### config.mk
export PLATFORM = sky130hd
export DESIGN_NAME = aes_key_schedule_seq
export DESIGN_NICKNAME = d
export VERILOG_FILES = /design/src/rtl/aes_pkg.sv /design/src/rtl/aes_key_schedule_seq_expand.sv /design/src/rtl/aes_key_schedule_seq.sv
export SDC_FILE = /design/constraint.sdc
export NUM_CORES = 2
export LEC_CHECK = 0
export ABC_CLOCK_PERIOD_IN_PS = 16600
export BUFFER_PORTS_ARGS = -buffer_cell sky130_fd_sc_hd__buf_2
export CAP_MARGIN = 20
export CORE_ASPECT_RATIO = 1.75
export CORE_MARGIN = 2
export CORE_UTILIZATION = 29
export CTS_BUF_LIST = sky130_fd_sc_hd__clkbuf_16
export CTS_CLUSTER_DIAMETER = 100
export CTS_CLUSTER_SIZE = 12
export DETAILED_ROUTE_END_ITERATION = 7
export PLACE_DENSITY_LB_ADDON = 0.25
export SYNTH_ARGS = -nofsm -noshare
export SYNTH_HDL_FRONTEND = slang
export SYNTH_HIERARCHICAL = 1
export SYNTH_SLANG_ARGS = --single-unit
### constraint.sdc
create_clock -name clk -period 16.6 [get_ports clk]
set_clock_uncertainty 0.1 [all_clocks]
set_input_delay 0.83 -clock clk [delete_from_list [all_inputs] [get_ports clk]]
set_output_delay 0.83 -clock clk [all_outputs]
set_load 0.02 [all_outputs]
### src/rtl/aes_pkg.sv
// aes_pkg: shared AES-128 types, FSM states and GF(2^8) helpers for the key schedule
package aes_pkg;
   localparam int AES_NR = 10;
   typedef logic [31:0] word_t;
   typedef logic [127:0] block_t;
   typedef enum logic {IDLE, EMIT} ks_state_t;
   function automatic logic [7:0] xtime(input logic [7:0] a);
      return {a[6:0], 1'b0} ^ (a[7] ? 8'h1b : 8'h00);
   endfunction
   function automatic logic [7:0] gf_mul(input logic [7:0] a, input logic [7:0] b);
      logic [7:0] p, s;
      p = 8'h00;
      s = a;
      for (int i = 0; i < 8; i++) begin
         if (b[i]) p = p ^ s;
         s = xtime(s);
      end
      return p;
   endfunction
   // S-box = affine(x^254); the power chain maps 0 to 0 with no special case
   function automatic logic [7:0] sbox(input logic [7:0] x);
      logic [7:0] r, s;
      r = 8'h01;
      s = x;
      for (int i = 1; i < 8; i++) begin
         s = gf_mul(s, s);
         r = gf_mul(r, s);
      end
      return r ^ {r[6:0], r[7]} ^ {r[5:0], r[7:6]} ^ {r[4:0], r[7:5]} ^ {r[3:0], r[7:4]} ^ 8'h63;
   endfunction
   function automatic logic [7:0] rcon(input logic [3:0] rnd);
      logic [7:0] c;
      c = 8'h01;
      for (int i = 1; i < 10; i++)
         if (i < int'(rnd)) c = xtime(c);
      return c;
   endfunction
   function automatic word_t sub_word(input word_t w);
      return {sbox(w[31:24]), sbox(w[23:16]), sbox(w[15:8]), sbox(w[7:0])};
   endfunction
   function automatic word_t rot_word(input word_t w);
      return {w[23:0], w[31:24]};
   endfunction
endpackage

### src/rtl/aes_key_schedule_seq_expand.sv
// KeyExpansionComb128: one combinational AES-128 key-expansion step (round key r-1 -> r)
module KeyExpansionComb128
   import aes_pkg::*;
(
   input  block_t     prev_key,
   input  logic [3:0] round,
   output block_t     next_key
);
   word_t t, n0, n1, n2, n3;
   assign t  = sub_word(rot_word(prev_key[31:0])) ^ {rcon(round), 24'h000000};
   assign n0 = prev_key[127:96] ^ t;
   assign n1 = prev_key[95:64] ^ n0;
   assign n2 = prev_key[63:32] ^ n1;
   assign n3 = prev_key[31:0] ^ n2;
   assign next_key = {n0, n1, n2, n3};
endmodule

### src/rtl/aes_key_schedule_seq.sv
// aes_key_schedule_seq: streams AES-128 round keys 0..NR, one expander step per accepted beat
module aes_key_schedule_seq
   import aes_pkg::*;
#(
   parameter int KEY_W = 128,
   parameter int NR    = AES_NR
) (
   input  logic             clk,
   input  logic             reset_n,
   input  logic [KEY_W-1:0] key_in,
   input  logic             key_valid,
   output logic             key_ready,
   input  logic             abort,
   output logic [KEY_W-1:0] rk_out,
   output logic [3:0]       rk_round,
   output logic             rk_valid,
   input  logic             rk_ready,
   output logic             rk_last,
   output logic             busy
);
   ks_state_t  state, state_nxt;
   block_t     cur_key, key_nxt, exp_key;
   logic [3:0] round_cnt, cnt_nxt;
   logic       last;
   KeyExpansionComb128 u_expand (
      .prev_key (cur_key),
      .round    (round_cnt + 4'd1),
      .next_key (exp_key)
   );
   assign last      = round_cnt == 4'(NR);
   assign key_ready = state == IDLE;
   assign rk_valid  = state == EMIT;
   assign busy      = state != IDLE;
   assign rk_out    = cur_key;
   assign rk_round  = round_cnt;
   assign rk_last   = rk_valid & last;
   always_ff @(posedge clk or negedge reset_n)
      if (!reset_n) begin
         state     <= IDLE;
         cur_key   <= '0;
         round_cnt <= '0;
      end else begin
         state     <= state_nxt;
         cur_key   <= key_nxt;
         round_cnt <= cnt_nxt;
      end
   // abort outranks both handshakes, so a coincident key_valid is dropped
   always_comb begin
      state_nxt = state;
      key_nxt   = cur_key;
      cnt_nxt   = round_cnt;
      if (abort) begin
         state_nxt = IDLE;
         key_nxt   = '0;
         cnt_nxt   = '0;
      end else if (state == IDLE && key_valid) begin
         state_nxt = EMIT;
         key_nxt   = key_in;
         cnt_nxt   = '0;
      end else if (state == EMIT && rk_ready) begin
         state_nxt = last ? IDLE : EMIT;
         key_nxt   = last ? cur_key : exp_key;
         cnt_nxt   = last ? round_cnt : round_cnt + 4'd1;
      end
   end
endmodule

# Word-level counts from Yosys, hierarchy flattened
# Cells that the tools add are included.
dict set report totals {
  ff_bits 133
  inputBits 133
  out_inout_bits 136
  elab_cells 1651
}
dict set report op_classes {
  add_sub_neg 1
  magnitude_cmp 9
  eq_ne 2
  n_mux 841
  bitwise 791
  n_reduce_logical 4
}
# op n
set op_table {}
lappend op_table {{bitwise XOR 8 bit} 751}
lappend op_table {{two-way mux 8 bit} 428}
lappend op_table {{two-way mux 5 bit} 376}
lappend op_table {{two-way mux 128 bit} 4}
lappend op_table {{bitwise XOR 32 bit} 5}
lappend op_table {{two-way mux 4 bit} 8}
lappend op_table {{two-way mux 7 bit} 4}
lappend op_table {{NOT 1 bit (first input constant)} 28}
lappend op_table {{two-way mux 6 bit} 4}
lappend op_table {{less-than comparator 3 x 4 -> 1 bit (first input constant)} 4}
lappend op_table {{NOT 4 bit} 4}
lappend op_table {{two-way mux 3 bit} 4}
lappend op_table {{two-way mux 2 bit} 5}
lappend op_table {{less-than comparator 2 x 4 -> 1 bit (first input constant)} 2}
lappend op_table {{less-than comparator 4 bit (first input constant)} 2}
lappend op_table {{two-way mux 1 bit} 8}
lappend op_table {{bitwise XOR 3 x 8 -> 8 bit} 1}
lappend op_table {{adder 4 x 1 -> 4 bit (second input constant)} 1}
lappend op_table {{== test 4 bit (second input constant)} 1}
lappend op_table {{less-than comparator 1 x 4 -> 1 bit (first input constant)} 1}
lappend op_table {{!= test 3 x 2 -> 1 bit (second input constant)} 1}
lappend op_table {{nonzero test 3 bit} 1}
lappend op_table {{logical AND 1 bit} 2}
lappend op_table {{AND reduction 2 bit} 1}
lappend op_table {{other kinds (2)} 2}

# Longest topological paths before layout
dict set report depth {
  word_depth 141
  ltp_mapped 68
}

# Cells and area by module
# Netlist, hierarchy kept.
# mod instances cells_per_inst area_per_inst_um2 seq_area_each_um2
set modules_own_cells {}
lappend modules_own_cells {KeyExpansionComb128 1 7896 59141.7 0.0}
lappend modules_own_cells {aes_key_schedule_seq 1 792 7206.9 3328.2}

# Least setup slack after synthesis
# Ideal clock, no wire load.
dict set report synth_timing {
  path_type {register to register}
  from {reg cur_key[22], in the netlist rk_out[22]}
  to {reg cur_key[62], in the netlist rk_out[62]}
  setup_ns 0.094
  t_arrival_ns 15.356
  path_slack_ns 1.050
  path_stages_with_launch 64
  synth_period_minus_slack_ns 15.550
  path_cell_list {dfrtp_1 -> buf_2 -> buf_2 -> xor2_1 -> xor2_1 -> inv_1 -> clkbuf_1 -> clkbuf_1 -> ha_1 -> buf_1 -> xnor3_1 -> xnor2_1 -> o221a_2 -> xnor2_4 -> inv_2 -> buf_2 -> ha_1 -> buf_1 -> [... 28 more ...] -> o311ai_1 -> and2_1 -> o2111ai_1 -> nand2_1 -> nand2_1 -> xor2_1 -> xnor2_1 -> nor2_1 -> xnor3_1 -> xnor3_1 -> xnor3_1 -> xor2_1 -> xor3_2 -> xor2_2 -> inv_2 -> xnor2_1 -> a41oi_1 -> a211oi_1}
}
dict set report synth_via {
  elab_chain_len 136
}
# item line_no
set synth_lines {}
lappend synth_lines {{from (decl)} aes_key_schedule_seq.sv:22} ;# block_t cur_key, key_nxt, exp_key;
lappend synth_lines {{from (signal assigned)} aes_key_schedule_seq.sv:44} ;# cur_key <= key_nxt;
lappend synth_lines {{bitwise XOR 8 bit / two-way mux 8 bit (equally long branches)} {aes_pkg.sv:8, aes_pkg.sv:15}}
lappend synth_lines {{bitwise XOR 8 bit / two-way mux 5 bit (equally long branches)} {aes_pkg.sv:15, aes_pkg.sv:8}}
lappend synth_lines {{two-way mux 8 bit / bitwise XOR 8 bit (equally long branches)} {aes_pkg.sv:15, aes_pkg.sv:8}}
lappend synth_lines {{bitwise XOR 8 bit} aes_pkg.sv:15} ;# if (b[i]) p = p ^ s;
lappend synth_lines {{two-way mux 8 bit} aes_pkg.sv:15}
lappend synth_lines {{bitwise XOR 8 bit} aes_pkg.sv:15}
lappend synth_lines {{two-way mux 8 bit} aes_pkg.sv:15}
lappend synth_lines {{bitwise XOR 8 bit} aes_pkg.sv:15}
lappend synth_lines {{[... 122 more ...]} -}
lappend synth_lines {{via exp_key[126]} aes_key_schedule_seq.sv:22}
lappend synth_lines {{bitwise XOR 32 bit (*)} aes_key_schedule_seq_expand.sv:12} ;# assign n1 = prev_key[95:64] ^ n0;
lappend synth_lines {{bitwise XOR 32 bit (*)} aes_key_schedule_seq_expand.sv:13} ;# assign n2 = prev_key[63:32] ^ n1;
lappend synth_lines {{via exp_key[62]} aes_key_schedule_seq.sv:22}
lappend synth_lines {{two-way mux 128 bit (*)} aes_key_schedule_seq.sv:62} ;# key_nxt = last ? cur_key : exp_key;
lappend synth_lines {{two-way mux 128 bit (*)} aes_key_schedule_seq.sv:60} ;# end else if (state == EMIT && rk_ready) begin
lappend synth_lines {{two-way mux 128 bit (*)} aes_key_schedule_seq.sv:56} ;# end else if (state == IDLE && key_valid) begin
lappend synth_lines {{two-way mux 128 bit (*)} aes_key_schedule_seq.sv:52} ;# if (abort) begin
# The timed path passes the listed nets; every way through them passes the cells marked *. The select of a mux whose other input is x is not followed.
# A chain may end at the register's enable or synchronous reset.

# Final worst setup path
dict set report layout_timing {
  from {reg cur_key[24], in the netlist rk_out[24]}
  to {reg cur_key[7], in the netlist rk_out[7]}
}
dict set report layout_via {
  elab_chain_len 136
}
# item line_no
set layout_lines {}
lappend layout_lines {{two-way mux 8 bit} aes_pkg.sv:15}
lappend layout_lines {{bitwise XOR 8 bit} aes_pkg.sv:15}
lappend layout_lines {{two-way mux 8 bit} aes_pkg.sv:15}
lappend layout_lines {{bitwise XOR 8 bit} aes_pkg.sv:15}
lappend layout_lines {{two-way mux 8 bit} aes_pkg.sv:15}
lappend layout_lines {{bitwise XOR 8 bit} aes_pkg.sv:15}
lappend layout_lines {{two-way mux 8 bit} aes_pkg.sv:15}
lappend layout_lines {{bitwise XOR 8 bit} aes_pkg.sv:15}
lappend layout_lines {{[... 121 more ...]} -}
lappend layout_lines {{via exp_key[103]} aes_key_schedule_seq.sv:22}
lappend layout_lines {{[... 1 more ...]} -}
lappend layout_lines {{via exp_key[71]} aes_key_schedule_seq.sv:22}
lappend layout_lines {{bitwise XOR 32 bit (*)} aes_key_schedule_seq_expand.sv:13}
lappend layout_lines {{via exp_key[39]} aes_key_schedule_seq.sv:22}
lappend layout_lines {{bitwise XOR 32 bit (*)} aes_key_schedule_seq_expand.sv:14} ;# assign n3 = prev_key[31:0] ^ n2;
lappend layout_lines {{via exp_key[7]} aes_key_schedule_seq.sv:22}
lappend layout_lines {{two-way mux 128 bit (*)} aes_key_schedule_seq.sv:62}
lappend layout_lines {{two-way mux 128 bit (*)} aes_key_schedule_seq.sv:60}
lappend layout_lines {{two-way mux 128 bit (*)} aes_key_schedule_seq.sv:56}
lappend layout_lines {{two-way mux 128 bit (*)} aes_key_schedule_seq.sv:52}
# Marked as above.

==> run metrics <==
largest area contributor in the netlist=xnor2_1; synth unique cells=109; first-pass GRT wire length=399000 µm; area grow syn2layout=15.1%; # rows=232; fin crit share=96.3%; Die Ht=637 µm; Hold WC Path Type=in -> async; I/O pin count=269; share of cells above drive strength 1=16.2%; die area=0.233 mm²; largest net degree at the start of global routing=123; CTS tree=yes; most common cell after layout, fill and taps aside=xnor2_1; DR WL/cell=21.7 µm; Yosys top cell area share=21.1%; Max Fclk=0.0625 GHz; DRT iter0 DRCs=5055; Clock Sinks=133; initial antenna violation count=14; Synth Register Bits=133; Critical Path Fanout Max=17; Slew Viols, Final=0; routability congestion estimate=0.960; syn_nets=8843; Setup crit start kind=flip-flop; register area=0.00334 mm²; Initial Util=29.1%; core area=0.228 mm²; final net count=9206; status=completed; Die X=366 µm; delay-heaviest family, CP=XOR/XNOR gates; Hold WS=0.323 ns; Clk Latency, worst-skew pair=0.52 ns; Max clock buf depth=2; number of remaining DRC errors=0; Setup Viol. Count Final=0; Worst Path Arrival=16.27 ns; ranking of synthesized cells by area=xnor2_1, xnor3_1, nor2_1; slew margin rel.=19.5%; CP dominant cell by count=xnor3_1; Slowest Stage Delay on Critical Path=0.57 ns; global route overflow=0; final hold vios=0; hold_buf cts=0; register area share after synthesis=5.02%; EDFF count, synth=0; Gate Count Post-Synth=8688; H-tree level count=4; vias=66200; buffers and inverters on the worst path=6; routed wire length=263000 µm; Setup CP Type=reg -> reg; area of the multi-input gates=0.0612 mm²; Synth Flop Type=dfrtp_1; most frequent cells in the layout=xnor2_1, nor2_1, nand2_1, buf_4, xor2_1; Slowest-stage cell, CP=xnor3_1; Syn. warnings=6; worst path required time=16.88 ns; DR pass1 iterations=6; Mapped Area=0.0663 mm²; hpwl dp=205000 µm; Vias/cell=5.46; max_cap viols=0; Critical Path Sink Type=flip-flop; GRT Total Usage=21.7%; syn_area_per_cell=7.64 µm²; FFs w/ async S/R, synth=100%; vias in the first global route=65100; Reg clk slew, reported paths=0.08 ns; CTS Buf Count=17; # port buffers=268; Root Driver=clkbuf_16; Fillers=24300; Final Critical Period=15.99 ns; slew at the pin with the worst max-slew slack=1.20 ns; ANT nets after route=0
metrics by stage:
stage | worst slack [ns] | cells | setup TNS, ns | util (%) | instance area [µm²]
global route | -0.0552 | 12100 | -0.249 | 33.5 | 76400
CTS | 0.00739 | 12100 | 0 | 33.0 | 75200
detailed placement | -0.488 | 12000 | -4.39 | 32.7 | 74600
floorplan | 1.05 | 8688 | 0 | - | 66300
finish | 0.610 | 12100 | 0 | 33.5 | 76400
global placement | -0.421 | 12000 | -3.28 | 32.7 | 74500
synthesized netlist by cell type (61+ instances only):
cell,n
nand3_1,175
nor2_1,1231
nor3_1,177
buf_2,167
inv_1,77
a41oi_1,133
xnor3_1,415
xnor2_2,72
o211ai_1,77
o22ai_1,111
xnor2_1,1598
dfrtp_1,133
xor3_1,61
nand2_1,806
a31oi_1,72
o21ai_0,462
nand2b_1,62
a211oi_1,206
buf_1,61
clkbuf_1,418
a21oi_1,396
mux2i_1,210
xor2_1,509
registers in the layout (all words and copies together), names as in the netlist:
| signal | cells |
|---|---|
| busy | 1 |
| rk_out | 128 |
| rk_round | 4 |
cells by family after synthesis:
kind of cell | count (synthesis) | share of synthesized area, %
AOI/OAI and AO/OA | 1998 | 20.1
xor gates and xnor gates | 2706 | 47.5
adders and majority gates | 26 | 0.475
DFF | 133 | 5.02
and+or+nand+nor | 2807 | 18.3
buffers and inverters | 772 | 4.83
muxes | 246 | 3.81
layout make-up:
| cell class | instances | area share (%) |
|---|---|---|
| multi-input combinational | 7783 | 80.1 |
| sequential | 133 | 4.38 |
| clock buffer | 17 | 0.557 |
| timing repair buffer | 1013 | 9.25 |
| tap | 3042 | 4.98 |
| inverter | 103 | 0.506 |
| antenna | 9 | 0.0295 |
| clock inverter | 15 | 0.177 |
repair_timing:
action | in CTS | in global routing
gates cloned | 0 | 0
endpoints found under the setup margin | 34 | 123
endpoints found under the hold margin | 0 | 0
setup buffers | 3 | 23
pin swaps | 1 | 16
gates resized for setup | 14 | 158
per-layer routing:
metal | up-vias | global-route usage, % | part of all wire (%)
met4 | 0 | 9.79 | 4.9
met5 | - | 0 | 0
met1 | 32100 | 24.9 | 39
met2 | 2396 | 40.1 | 52
li1 | 31000 | - | -
met3 | 618 | 2.29 | 5.0
final timing paths:
check                      slack (ns)   startpoint     endpoint  depth (start not counted)
max in group asynchronous       14.55      reset_n         busy                          2
min in group clk                 0.48  key_in[111]  rk_out[111]                          3
hold / removal                   0.32      reset_n   rk_out[36]                          1
setup / recovery                 0.61   rk_out[24]    rk_out[7]                         56
setup reg to reg                 0.61   rk_out[24]    rk_out[7]                         56
hold reg to reg                  0.48   rk_out[36]   rk_out[36]                          2
Power is not shown: default switching activity piles up to over one toggle a cycle in this logic, so the estimate is an artifact.
